### config.mk
export PLATFORM = sky130hd
export DESIGN_NAME = regfile_wb_scheduler_flat
export DESIGN_NICKNAME = d
export VERILOG_FILES = /design/src/rtl/regfile_wb_scheduler_if.sv /design/src/rtl/regfile_wb_scheduler.sv /design/src/flat_wrapper.sv
export SDC_FILE = /design/constraint.sdc
export NUM_CORES = 1
export LEC_CHECK = 0
export ABC_CLOCK_PERIOD_IN_PS = 3300
export CAP_MARGIN = 20
export CELL_PAD_IN_SITES_DETAIL_PLACEMENT = 1
export CELL_PAD_IN_SITES_GLOBAL_PLACEMENT = 1
export CORE_AREA = 5 5 92 94
export CTS_CLUSTER_DIAMETER = 80
export DETAILED_ROUTE_END_ITERATION = 7
export DIE_AREA = 0 0 97 99
export PLACE_DENSITY_LB_ADDON = 0.1
export SYNTH_ARGS = -nofsm -noshare
export SYNTH_HDL_FRONTEND = slang
export SYNTH_SLANG_ARGS = --single-unit
### constraint.sdc
create_clock -name clk -period 3.3 [get_ports clk]
set_input_delay 0.99 -clock clk [delete_from_list [all_inputs] [get_ports clk]]
set_output_delay 0.99 -clock clk [all_outputs]
set_load 0.05 [all_outputs]
### src/rtl/regfile_wb_scheduler_if.sv
// Writeback requesters, register-file write port and hazard-check bundle for the writeback scheduler.
interface regfile_wb_scheduler_if #(
    parameter int NREQ   = 2,
    parameter int DATA_W = 16,
    parameter int ADDR_W = 4
);
    logic [NREQ-1:0]        req_valid;
    logic [NREQ*ADDR_W-1:0] req_addr;
    logic [NREQ*DATA_W-1:0] req_data;
    logic [NREQ-1:0]        req_ready;
    logic                   rf_we;
    logic [ADDR_W-1:0]      rf_waddr;
    logic [DATA_W-1:0]      rf_wdata;
    logic                   issue_valid;
    logic [ADDR_W-1:0]      issue_addr;
    logic                   issue_ready;
    logic [ADDR_W-1:0]      chk_addr1;
    logic [ADDR_W-1:0]      chk_addr2;
    logic                   chk_busy1;
    logic                   chk_busy2;
    logic [(1<<ADDR_W)-1:0] pending_vec;
    logic                   err_wb_unres;

    modport master (
        output req_valid, req_addr, req_data, issue_valid, issue_addr, chk_addr1, chk_addr2,
        input  req_ready, rf_we, rf_waddr, rf_wdata, issue_ready, chk_busy1, chk_busy2,
               pending_vec, err_wb_unres
    );

    modport slave (
        input  req_valid, req_addr, req_data, issue_valid, issue_addr, chk_addr1, chk_addr2,
        output req_ready, rf_we, rf_waddr, rf_wdata, issue_ready, chk_busy1, chk_busy2,
               pending_vec, err_wb_unres
    );
endinterface

### src/rtl/regfile_wb_scheduler.sv
// Round-robin share of the register-file write port plus per-register pending scoreboard.
// Latency: accepted writeback appears on rf_we/rf_waddr/rf_wdata one cycle after the accept edge.
// Backpressure: one-hot req_ready from combinational arbiter; issue_ready drops on a pending register.
module regfile_wb_scheduler #(
    parameter int NREQ   = 2,
    parameter int DATA_W = 16,
    parameter int ADDR_W = 4
) (
    input  logic                  clk,
    input  logic                  rst_n,
    regfile_wb_scheduler_if.slave bus
);
    localparam int NREG = 1 << ADDR_W;
    localparam int PW   = (NREQ > 1) ? $clog2(NREQ) : 1;

    logic [PW-1:0]     rr_ptr;
    logic [PW-1:0]     gnt_idx;
    logic [NREQ-1:0]   grant;
    logic              gnt_any;
    logic              accept;
    logic [ADDR_W-1:0] sel_addr;
    logic [DATA_W-1:0] sel_data;
    logic [NREG-1:0]   pending;
    logic [NREG-1:0]   set_vec;
    logic [NREG-1:0]   clr_vec;
    logic              issue_fire;
    logic              rf_we_q;
    logic [ADDR_W-1:0] rf_waddr_q;
    logic [DATA_W-1:0] rf_wdata_q;
    logic              err_q;

    // First valid requester at or above the rotating pointer wins.
    always_comb begin
        grant   = '0;
        gnt_idx = '0;
        gnt_any = 1'b0;
        for (int k = 0; k < NREQ; k++) begin
            if (!gnt_any && bus.req_valid[(int'(rr_ptr) + k) % NREQ]) begin
                grant[(int'(rr_ptr) + k) % NREQ] = 1'b1;
                gnt_idx = PW'((int'(rr_ptr) + k) % NREQ);
                gnt_any = 1'b1;
            end
        end
    end

    // Ready is forced low while reset is held so no requester sees a phantom accept.
    assign bus.req_ready = rst_n ? grant : '0;
    assign accept        = |(bus.req_valid & bus.req_ready);
    assign sel_addr      = bus.req_addr[gnt_idx*ADDR_W +: ADDR_W];
    assign sel_data      = bus.req_data[gnt_idx*DATA_W +: DATA_W];

    assign bus.issue_ready = !pending[bus.issue_addr];
    assign issue_fire      = bus.issue_valid && bus.issue_ready;

    // Clear lands one edge after the write cycle; a same-edge reservation wins.
    assign set_vec = issue_fire ? (NREG'(1) << bus.issue_addr) : '0;
    assign clr_vec = rf_we_q ? (NREG'(1) << rf_waddr_q) : '0;

    always_ff @(posedge clk or negedge rst_n) begin
        if (!rst_n) begin
            rr_ptr     <= '0;
            rf_we_q    <= 1'b0;
            rf_waddr_q <= '0;
            rf_wdata_q <= '0;
            pending    <= '0;
            err_q      <= 1'b0;
        end else begin
            rf_we_q <= accept;
            pending <= (pending & ~clr_vec) | set_vec;
            if (accept) begin
                rr_ptr     <= (gnt_idx == PW'(NREQ-1)) ? '0 : gnt_idx + 1'b1;
                rf_waddr_q <= sel_addr;
                rf_wdata_q <= sel_data;
                if (!pending[sel_addr])
                    err_q <= 1'b1;
            end
        end
    end

    assign bus.rf_we        = rf_we_q;
    assign bus.rf_waddr     = rf_waddr_q;
    assign bus.rf_wdata     = rf_wdata_q;
    assign bus.chk_busy1    = pending[bus.chk_addr1];
    assign bus.chk_busy2    = pending[bus.chk_addr2];
    assign bus.pending_vec  = pending;
    assign bus.err_wb_unres = err_q;
endmodule
### src/flat_wrapper.sv
// flat-port wrapper written by rule: the top's interface ports become plain ports
module regfile_wb_scheduler_flat 
#(
    parameter int NREQ   = 2,
    parameter int DATA_W = 16,
    parameter int ADDR_W = 4
)
  (clk, rst_n, bus_req_valid, bus_req_addr, bus_req_data, bus_issue_valid, bus_issue_addr, bus_chk_addr1, bus_chk_addr2, bus_req_ready, bus_rf_we, bus_rf_waddr, bus_rf_wdata, bus_issue_ready, bus_chk_busy1, bus_chk_busy2, bus_pending_vec, bus_err_wb_unres);
  regfile_wb_scheduler_if #(.NREQ(NREQ), .DATA_W(DATA_W), .ADDR_W(ADDR_W)) bus_i ();
  input  logic clk;
  input  logic rst_n;
  input wire logic [$bits(bus_i.req_valid)-1:0] bus_req_valid;
  input wire logic [$bits(bus_i.req_addr)-1:0] bus_req_addr;
  input wire logic [$bits(bus_i.req_data)-1:0] bus_req_data;
  input wire logic [$bits(bus_i.issue_valid)-1:0] bus_issue_valid;
  input wire logic [$bits(bus_i.issue_addr)-1:0] bus_issue_addr;
  input wire logic [$bits(bus_i.chk_addr1)-1:0] bus_chk_addr1;
  input wire logic [$bits(bus_i.chk_addr2)-1:0] bus_chk_addr2;
  output wire logic [$bits(bus_i.req_ready)-1:0] bus_req_ready;
  output wire logic [$bits(bus_i.rf_we)-1:0] bus_rf_we;
  output wire logic [$bits(bus_i.rf_waddr)-1:0] bus_rf_waddr;
  output wire logic [$bits(bus_i.rf_wdata)-1:0] bus_rf_wdata;
  output wire logic [$bits(bus_i.issue_ready)-1:0] bus_issue_ready;
  output wire logic [$bits(bus_i.chk_busy1)-1:0] bus_chk_busy1;
  output wire logic [$bits(bus_i.chk_busy2)-1:0] bus_chk_busy2;
  output wire logic [$bits(bus_i.pending_vec)-1:0] bus_pending_vec;
  output wire logic [$bits(bus_i.err_wb_unres)-1:0] bus_err_wb_unres;
  assign bus_i.req_valid = bus_req_valid;
  assign bus_i.req_addr = bus_req_addr;
  assign bus_i.req_data = bus_req_data;
  assign bus_i.issue_valid = bus_issue_valid;
  assign bus_i.issue_addr = bus_issue_addr;
  assign bus_i.chk_addr1 = bus_chk_addr1;
  assign bus_i.chk_addr2 = bus_chk_addr2;
  assign bus_req_ready = bus_i.req_ready;
  assign bus_rf_we = bus_i.rf_we;
  assign bus_rf_waddr = bus_i.rf_waddr;
  assign bus_rf_wdata = bus_i.rf_wdata;
  assign bus_issue_ready = bus_i.issue_ready;
  assign bus_chk_busy1 = bus_i.chk_busy1;
  assign bus_chk_busy2 = bus_i.chk_busy2;
  assign bus_pending_vec = bus_i.pending_vec;
  assign bus_err_wb_unres = bus_i.err_wb_unres;
  regfile_wb_scheduler #(.NREQ(NREQ), .DATA_W(DATA_W), .ADDR_W(ADDR_W)) u_core (.clk(clk), .rst_n(rst_n), .bus(bus_i));
endmodule
# Word-level counts from Yosys, hierarchy flattened
# Cells that the tools add are included.
[word_totals]
reg_bits = 39
word_cells = 61
in_bits = 57
[classes]
shift = 4
mux = 26
magnitude_cmp = 8
n_addsub = 2
n_reduce_logical = 8
n_bitwise = 7
[op_table]
columns = ["op", "count"]
rows = [
  ["16-bit 2-to-1 mux", 2],
  ["32-bit by 6-bit indexed part select with 16-bit output", 1],
  ["1-bit by 4-bit << shifter with 16-bit output, first input constant", 2],
  ["4-bit by 5-bit less-than comparator with 1-bit output, second input constant", 4],
  ["16-bit bitwise AND", 1],
  ["1-bit binary-select mux with 4-bit select", 4],
  ["16-bit inverter", 1],
  ["16-bit bitwise OR", 1],
  ["1-bit 2-to-1 mux", 15],
  ["8-bit by 4-bit indexed part select with 4-bit output", 1],
  ["2-bit 2-to-1 mux", 3],
  ["1-bit logical AND", 4],
  ["2-bit by 3-bit less-than comparator with 1-bit output, second input constant", 1],
  ["1-bit adder, second input constant", 2],
  ["2-bit bitwise AND", 1],
  ["1-bit demux with 1-bit select", 2],
  ["2-bit by 1-bit greater-or-equal comparator with 1-bit output, second input constant", 1],
  ["1-bit logical NOT", 2],
  ["1-bit by 2-bit less-than comparator with 1-bit output, second input constant", 1],
  ["2-bit bitwise OR", 1],
  ["2-bit AND reduction", 1],
  ["2-bit OR reduction", 1],
  ["1-bit bitwise AND, first input constant", 1],
  ["1-bit greater-or-equal comparator, second input constant", 1],
  ["1-bit inverter", 1],
]

# Depth between registers and ports, before layout
[logic_depth]
word_depth = 12
mapped_depth = 8
depth_no_buf = 6

# Worst setup path before layout
# OpenSTA, ideal clock, no wires.
[synth_path]
kind = "input to output"
startpoint = "in bus_issue_addr[0]"
endpoint = "out bus_issue_ready"
setup_slack_ps = -156
stages = 4
arrival_time_ps = 2466
t_required_ps = 2310
path_cell_list = "buf_2 mux4_2 mux4_2 inv_1"
[synth_via]
elab_chain_len = 3
[synth_rtl]
columns = ["element", "line", "source"]
rows = [
  ["start, declared", "flat_wrapper.sv:16", "input wire logic [$bits(bus_i.issue_addr)-1:0] bus_issue_addr;"],
  ["1-bit binary-select mux with 4-bit select", "regfile_wb_scheduler.sv:52", "assign bus.issue_ready = !pending[bus.issue_addr];"],
  ["1-bit 2-to-1 mux (implied by the code)", "regfile_wb_scheduler.sv:52", ""],
  ["1-bit logical NOT", "regfile_wb_scheduler.sv:52", ""],
  ["end, declared", "flat_wrapper.sv:23", "output wire logic [$bits(bus_i.issue_ready)-1:0] bus_issue_ready;"],
]
# No other way between the ends. The select of a mux whose other input is x is not followed.

# Worst setup path after layout
# Same ends and word-level chain as after synthesis.

==> flow_summary_export.csv <==
group,metric,value,unit
timing,setup_violations,1,
routing,postRouteAntennaNets,0,
worst_setup_path,crit_required,2.31,ns
final_layout,num_antenna_cells,0,
cts,postCtsHoldBufs,0,
timing,timing.final.hold_violations,0,
synth,avgSynthCellArea,10.71,sq um
timing,layout_setup_ws,-0.02073,ns
worst_setup_path,crit_end,"bus_issue_ready",
worst_setup_path,cp-end-kind,"primary output",
worst_setup_path,critical_path.cell_chain,"buf_12, mux4_2, mux4_2, clkinvlp_4, buf_12",
worst_setup_path,reg2reg_slack,1.44,ns
cts,htree_num_levels,2,
timing,skew,0.005246,ns
timing,fin_crit,3.321,ns
final_layout,fin_cells,425,
routing,routed_wl,7624,um
floorplanning,die_area,0.009603,sq mm
worst_setup_path,critPathLaunch,"bus_issue_addr[0]",
place,dpl.hpwl,5960,um
grt,grt_remaining_overflow,0,
final_layout,syn_to_final_growth,53.00,%
place,dp_cells,417,
floorplanning,die_h,99,um
routing,dr.pass1.iters,4,
place,io_buffer_count,99,
grt,grt_pass1_wl,12800,um
cts,cts_tree,"done",
timing,worst_pin_slew,0.5229,ns
synth,synth.distinct_cells,37,
worst_setup_path,cpMaxStageDelayCell,"mux4_2",
synth,synth.ff_latch_count,39,
floorplanning,die_w,97,um
synth,ys_warn_count,0,
timing,relSlewSlack,65.03,%
grt,grt_pass1_vias,2445,
cts,clk_latency,0.29,ns
grt,grt_usage,16.56,%
place,place_area,0.003491,sq mm
pwr,power.density,742.0,mW/mm^2
worst_setup_path,reg2reg_to,"u_core.bus.err_wb_unres",
worst_setup_path,critical_path_class,"input port to primary output",
worst_setup_path,r2r_start,"u_core.rr_ptr",
routing,route.detailed.drc,0,
floorplanning,core_area,0.007567,sq mm
final_layout,fin_area,0.003605,sq mm
timing,finalMaxSlewViolations,0,
job,drv_cap,0,
pwr,ir_drop,0.2144,mV
final_layout,layout-drive-gt1-share,15.79,%
cts,cts_root_buf,"clkbuf_8",
grt,grt_max_degree,39,
cts,clkSinkCount,39,
status,outcome,"finished with violations",
pwr,leakagePower,1.458,nW
routing,viasPerCell,5.181,
synth,synth_area,0.002356,sq mm
timing,min_period_over_period,100.6,%
worst_setup_path,max_stage_delay,0.52,ns
min_path,hp-class,"flop to flop",
floorplanning,initial_utilization,31.13,%
status,failed_checks,"negative setup slack",
synth,synth_seq_area_share,41.42,%
cts,clkTransAtPathRegs,0.07,ns
timing,rsz0062_at_grt,"true",
cts,cts_buffer_depth,2,
timing,fmax,301.1,MHz
floorplanning,fp-row-count,32,
floorplanning,io-pin-count,100,
final_layout,final_common_cell,"clkdlybuf4s50_1",
final_layout,most-common-layout-cells,"86 x clkdlybuf4s50_1, 39 x dfrtp_1, 31 x o21ai_0, 25 x nand2_1, 23 x o21ai_1",
synth,syn_nets,277,
cts,post_cts_buffers,0,
worst_setup_path,cp_max_fo,5,
worst_setup_path,start_kind,"input port",
routing,drt_iter0_drc,61,
final_layout,final_nets,379,
synth,syn_inst,220,
grt,antenna_found_initial,0,
routing,detail_route.wl_per_cell,17.94,um
worst_setup_path,arrival,2.33,ns
worst_setup_path,r2r_cells,6,
routing,num_vias,2202,
cts,numCtsBuffers,5,
place,gp_congestion,0.7797,
where the power goes:
part           internal, W  switching (W)  leakage, nW  total [W]
clock             0.000191       0.000160       0.0515   0.000351
combinational     0.000612       0.000861        0.944    0.00147
sequential        0.000611       0.000239        0.462   0.000851
total              0.00141        0.00126         1.46    0.00267
through the flow:
step | worst slack, ns | utilization, % | total power, W | hold slack, ns | setup TNS, ns
3_5_place_dp | -0.6379 | 46.13 | 0.002336 | 0.4717 | -1.681
6_report | -0.02073 | 47.64 | 0.002675 | 0.4830 | -0.02073
3_3_place_gp | -0.6044 | 46.13 | 0.002311 | 0.4624 | -1.576
2_1_floorplan | 0.007158 | - | 0.001718 | 0.5213 | 0
4_1_cts | -0.03437 | 47.54 | 0.002706 | 0.4899 | -0.03437
5_1_grt | -0.04873 | 47.64 | 0.002821 | 0.4957 | -0.04873
state kept, by name, indices dropped and copies added, names as in the netlist:
register                 flops
u_core.bus.rf_we             1
u_core.bus.rf_waddr          4
u_core.bus.rf_wdata         16
u_core.bus.err_wb_unres      1
u_core.bus.pending_vec      16
u_core.rr_ptr                1
per-layer routing:
metal	track usage, %	routed length [um]
met1	19.51	3139
met4	5.508	131
met5	0	0
met2	28.45	3763
met3	5.520	590
repair_timing:
item,in CTS,in global routing
gates cloned,0,0
endpoints found under the setup margin,3,1
gates resized for setup,25,2
cell type report:
cell class | instances | area (sq um)
clock buffer | 8 | 100.1
fill | 838 | 3963
inverter | 4 | 18.77
multi-input combinational | 167 | 1313
sequential | 39 | 975.9
tap | 102 | 127.6
timing repair buffer | 105 | 1070
logic make-up after synthesis:
kind of cell / after synthesis / share of synthesized area [%]
flops: 39 / 41.42
mux: 39 / 24.80
simple gates: 54 / 12.75
buf+inv: 14 / 3.027
compound gates: 74 / 18.00
cell usage after synthesis:
cell type  number  area share [%]
a41o_1          1            0.42
nand2_1        25             4.0
and2_4          1            0.37
o21ai_1        23             4.9
or3b_2          1            0.37
and3_1          1            0.27
mux2i_1        22             9.3
nor2_1          2            0.32
mux2_4          1            0.64
a21oi_1         3            0.64
or2_2           2            0.53
or3b_1          1            0.37
a21boi_0        2            0.64
a21bo_2         1            0.42
buf_6           2            0.96
or4b_1          1            0.42
and3_4          1            0.48
dfrtp_1        39              41
nand4bb_1       1            0.48
o21bai_1        1            0.32
inv_1           4            0.64
or3_1           2            0.53
a31oi_1         1            0.27
buf_2           3            0.64
mux4_2         15              14
mux2_2          1            0.48
nand3b_1        3            0.96
nor2_4          1            0.48
a21boi_2        1            0.48
o21ai_0        32             6.8
nand2b_4        1            0.58
clkbuf_1        5            0.80
nand2b_1        5             1.3
o31a_1          1            0.37
a221o_1         2            0.85
nand3_1         6             1.3
a211oi_1        6             1.9
how the worst min path moves through the flow:
stage          slack, ns                       to                     from  cells after the start
6_report            0.48  u_core.bus.rf_wdata[14]  u_core.bus.rf_wdata[14]                      2
5_1_grt             0.50            u_core.rr_ptr                    rst_n                      1
4_1_cts             0.49   u_core.bus.rf_wdata[7]   u_core.bus.rf_wdata[7]                      2
3_5_place_dp        0.47   u_core.bus.rf_wdata[7]   u_core.bus.rf_wdata[7]                      2
3_3_place_gp        0.46   u_core.bus.rf_wdata[0]   u_core.bus.rf_wdata[0]                      2
2_1_floorplan       0.52            u_core.rr_ptr            u_core.rr_ptr                      2
critical path, delay by kind of cell:
family                 cells  cell delay, ns
multiplexers               2            1.02
buffers and inverters      3            0.32
No activity file was read; power rests on OpenSTA's default activity.
